## src/rtl/axi4s_packet_arb.sv

```systemverilog
// Packet-atomic round-robin arbiter that merges NUM_INPUTS AXI4-Stream sources onto one stream.
// Handshake: a beat transfers on a posedge with tvalid && tready. Once granted, an input owns the output until its tlast beat transfers.
module axi4s_packet_arb #(
  parameter int NUM_INPUTS = 4,
  parameter int WIDTH      = 32,
  parameter int USER_WIDTH = $clog2(WIDTH/8+1),
  parameter int SRC_W      = (NUM_INPUTS > 1) ? $clog2(NUM_INPUTS) : 1
) (
  input  logic                             clk,
  input  logic                             reset,
  input  logic [NUM_INPUTS-1:0]            en_mask,
  input  logic [NUM_INPUTS*WIDTH-1:0]      i_tdata,
  input  logic [NUM_INPUTS*USER_WIDTH-1:0] i_tuser,
  input  logic [NUM_INPUTS-1:0]            i_tlast,
  input  logic [NUM_INPUTS-1:0]            i_tvalid,
  output logic [NUM_INPUTS-1:0]            i_tready,
  output logic [WIDTH-1:0]                 o_tdata,
  output logic [USER_WIDTH-1:0]            o_tuser,
  output logic                             o_tlast,
  output logic                             o_tvalid,
  input  logic                             o_tready,
  output logic [SRC_W-1:0]                 o_src,
  output logic                             busy
);

  localparam int PAD_W = 1 << SRC_W;
  localparam int SUM_W = SRC_W + 1;

  typedef enum logic {
    IDLE = 1'b0,
    PASS = 1'b1
  } state_t;

  state_t           state, state_next;
  logic [SRC_W-1:0] grant, grant_next;
  logic [SRC_W-1:0] ptr, ptr_next;
  logic [SRC_W-1:0] pick;
  logic [PAD_W-1:0] req_pad;
  logic [SUM_W-1:0] idx;
  logic             sel_valid;
  logic             eop;

  // Scan downward so the last hit written is the first set bit at or after ptr.
  always_comb begin : rr_search
    req_pad = PAD_W'(i_tvalid & en_mask);
    pick    = '0;
    idx     = '0;
    for (int k = NUM_INPUTS - 1; k >= 0; k--) begin
      idx = {1'b0, ptr} + SUM_W'(k);
      if (idx >= SUM_W'(NUM_INPUTS)) begin
        idx = idx - SUM_W'(NUM_INPUTS);
      end
      if (req_pad[idx[SRC_W-1:0]]) begin
        pick = idx[SRC_W-1:0];
      end
    end
  end

  always_comb begin : out_mux
    o_tdata   = i_tdata[0 +: WIDTH];
    o_tuser   = i_tuser[0 +: USER_WIDTH];
    o_tlast   = i_tlast[0];
    sel_valid = i_tvalid[0];
    i_tready  = '0;
    for (int n = 0; n < NUM_INPUTS; n++) begin
      if (grant == SRC_W'(n)) begin
        o_tdata     = i_tdata[n*WIDTH +: WIDTH];
        o_tuser     = i_tuser[n*USER_WIDTH +: USER_WIDTH];
        o_tlast     = i_tlast[n];
        sel_valid   = i_tvalid[n];
        i_tready[n] = (state == PASS) && o_tready;
      end
    end
    o_tvalid = (state == PASS) && sel_valid;
  end

  assign eop = o_tvalid && o_tready && o_tlast;

  always_comb begin : next_state
    state_next = state;
    grant_next = grant;
    ptr_next   = ptr;
    case (state)
      IDLE: begin
        if (req_pad != '0) begin
          grant_next = pick;
          state_next = PASS;
        end
      end
      PASS: begin
        if (eop) begin
          state_next = IDLE;
          ptr_next   = (grant == SRC_W'(NUM_INPUTS - 1)) ? '0 : grant + SRC_W'(1);
        end
      end
      default: state_next = IDLE;
    endcase
  end

  always_ff @(posedge clk) begin
    if (reset) begin
      state <= IDLE;
      grant <= '0;
      ptr   <= '0;
    end else begin
      state <= state_next;
      grant <= grant_next;
      ptr   <= ptr_next;
    end
  end

  assign o_src = grant;
  assign busy  = (state == PASS);

endmodule

```

## config.mk

```make
export PLATFORM = sky130hd
export DESIGN_NAME = axi4s_packet_arb
export DESIGN_NICKNAME = d
export VERILOG_FILES = /design/src/rtl/axi4s_packet_arb.sv
export SDC_FILE = /design/constraint.sdc
export NUM_CORES = 1
export LEC_CHECK = 0
export CAP_MARGIN = 5
export CORE_ASPECT_RATIO = 0.9
export CORE_MARGIN = 5
export CORE_UTILIZATION = 25
export CTS_CLUSTER_SIZE = 14
export DETAILED_ROUTE_END_ITERATION = 10
export HOLD_SLACK_MARGIN = 0.02
export PLACE_DENSITY = 0.8
export SYNTH_ARGS = -nofsm -noshare
export SYNTH_HDL_FRONTEND = slang
export SYNTH_SLANG_ARGS = --single-unit
```

## constraint.sdc

```tcl
create_clock -name clk -period 2.35 [get_ports clk]
set_input_delay 0.3525 -clock clk [delete_from_list [all_inputs] [get_ports clk]]
set_output_delay 0.3525 -clock clk [all_outputs]
set_load 0.03 [all_outputs]
```

==> results.json <==
{
  "p_seq_frac": 0.085,
  "grt_pass1_wl_um": 12350,
  "intPower_mw": 0.6790,
  "grt_pass1_vias": 2473,
  "via_per_inst": 4.873,
  "dp.final_hpwl_um": 6719,
  "core_mm2": 0.006047,
  "diodes": 0,
  "rsz0062_at_grt": "no",
  "place_congestion": 0.8441,
  "synth_area_mm2": 0.001543,
  "die_area_mm2": 0.007844,
  "tns_ns": 0,
  "ant_nets": 0,
  "die_height_um": 84.53,
  "cts-root-buf": "clkbuf_8",
  "drt-total-wl_um": 7920,
  "crit_path_max_fanout": 23,
  "ctsLongestPathBuffers": 2,
  "p_comb_frac": 0.774,
  "ir_drop_mv": 0.2084,
  "htreeDepth": 1,
  "status": "completed",
  "finClkSkew_ns": 0.001984,
  "ys_seq_elements": 5,
  "ys_seq_area_frac": 0.06488,
  "timing.fmax_ghz": 0.4495,
  "clkPwrFrac": 0.141,
  "rows": 27,
  "drt_iter0_drc": 52,
  "syn_nets": 413,
  "clkSlewWorstSetupHoldPaths_ns": 0.04,
  "cts_tree": "yes",
  "p_per_area_mw_per_mm2": 319.0,
  "avgSynthCellArea_um2": 6.074,
  "finalCritPeriodShare": 0.9467,
  "slew_viol_final": 0,
  "io_pins": 199,
  "area_growth_pct": 136.4,
  "initial_utilization": 0.2551,
  "die_w_um": 92.81,
  "final_cell_mix": "clkdlybuf4s50_1 (158), nand2_1 (44), a21oi_1 (39), mux2i_1 (36)",
  "mostFrequentLayoutCell": "clkdlybuf4s50_1",
  "finalSetupViolations": 0,
  "netSwitchingPower_mw": 0.4845,
  "power_leakage_nw": 1.399,
  "sw_frac_of_total": 0.4164,
  "hold_viol_final": 0,
  "tightestPinTransition_ns": 0.3321,
  "numCtsBuffers": 3,
  "end_kind": "primary output",
  "min_path_type": "reg2reg",
  "fill_cells": 558,
  "drt_first_pass_iters": 4,
  "antenna_found_initial": 0,
  "grt_max_degree": 51,
  "nets": 607,
  "required_ns": 2.00,
  "yosys_warnings": 0,
  "grt_usage": 0.1910,
  "vias": 2529,
  "synth.distinct_cells": 31,
  "maxSlewHeadroom": 0.7779,
  "clk_latency_ns": 0.23,
  "max-cap-violations": 0,
  "layout-drive-gt1-share": 0.1007,
  "critPathKind": "reg2out",
  "power.total_mw": 1.164,
  "whs_ns": 0.5422,
  "drc": 0,
  "cp-start-kind": "flop",
  "post-route-min-period_ns": 2.225,
  "portBuffers": 198,
  "worstPathArrival_ns": 1.87,
  "syn_inst": 254,
  "wl_per_cell_um": 15.26,
  "overflow": 0,
  "cts_num_sinks": 5,
  "hold_buffers": 0
}
## stage by stage
stage / cells / area [um^2] / util / worst slack [ns]
global placement: 514 / 3612 / 0.5974 / 0.1353
detailed placement: 514 / 3612 / 0.5974 / 0.08055
global route: 519 / 3647 / 0.6031 / 0.0009137
floorplan: 254 / 1543 / - / 0.05676
finish: 519 / 3647 / 0.6031 / 0.1253
CTS: 518 / 3635 / 0.6011 / 0.04656
## state kept, by name, summed over array words and instances (netlist names)
register,cells
busy,1
ptr,2
o_src,2
## cell usage after synthesis (all sizes together)
cell,n,area [um^2]
nand2,44,165.2
a21oi,39,195.2
mux2i,36,360.4
o21ai,36,183.9
nor2,35,131.4
clkbuf,15,56.30
buf,5,36.28
dfxtp,5,100.1
nand2b,5,31.28
and3,4,25.02
ha,4,50.05
inv,4,15.01
o211ai,4,30.03
and2,3,18.77
mux2,3,41.29
a211o,1,8.760
a21boi,1,7.510
a21o,1,7.510
a221o,1,10.01
a32o,1,10.01
a41o,1,10.01
nand3b,1,7.510
nand4,1,6.260
nor2b,1,6.260
nor3,1,5.000
o2111ai,1,15.01
o221ai,1,8.760
## area by class of cell
class                   instances  area [um^2]  share of cell area
clock buffers                   4        45.04             0.01235
inverters                       4        15.01            0.004117
multi-input cells             225         1343              0.3681
flip-flops and latches          5        100.1             0.02744
well taps                      72        90.09             0.02470
repair buffers                209         2054              0.5633
## repair_timing
item | in CTS | in global routing
setup endpoints to repair | 18 | 11
hold endpoints to repair | 0 | 0
buffers inserted | 0 | 1
pin swaps | 0 | 1
cloned | 0 | 0
gates resized for setup | 18 | 5
## worst max-delay path, stage by stage (launching register included)
cell and delay (ns):
dfxtp_1 0.37, ha_2 0.23, buf_12 0.20, mux2i_1 0.20
nor2_1 0.06, a21oi_1 0.15, o21ai_1 0.08, clkdlybuf4s15_1 0.34
## metal layers
| layer | vias up | wire length, um | GRT usage |
|---|---|---|---|
| met5 | - | 0 | 0 |
| met4 | 0 | 127 | 0.04394 |
| met3 | 11 | 772 | 0.06093 |
| met2 | 124 | 3936 | 0.3506 |
| met1 | 1112 | 3084 | 0.2130 |
| li1 | 1282 | - | - |
## final timing paths
path,start,end,slack [ns],depth (start not counted)
worst max-delay path,o_src[0]$_SDFFE_PP0P_,o_tdata[0],0.13,7
worst min-delay path,ptr[1]$_SDFFE_PP0P_,ptr[1]$_SDFFE_PP0P_,0.54,2
worst max register to register,o_src[0]$_SDFFE_PP0P_,ptr[0]$_SDFFE_PP0P_,0.34,7
worst min register to register,ptr[1]$_SDFFE_PP0P_,ptr[1]$_SDFFE_PP0P_,0.54,2
## power by group through the flow
stage | clock [mW] | combinational [mW] | sequential [mW]
3_5_place_dp | 0 | 0.934 | 0.100
5_1_grt | 0.176 | 0.966 | 0.0997
3_3_place_gp | 0 | 0.923 | 0.0992
6_report | 0.164 | 0.901 | 0.0986
2_1_floorplan | 0 | 0.431 | 0.108
4_1_cts | 0.168 | 0.905 | 0.0986
## cell families after synthesis
group	synth area share
AOI/OAI and AO/OA	0.3155
DFF	0.06488
muxes	0.2603
buffers and inverters	0.06974
adders and majority gates	0.03244
and+or+nand+nor	0.2571
Power figures use the tool's default switching activity.
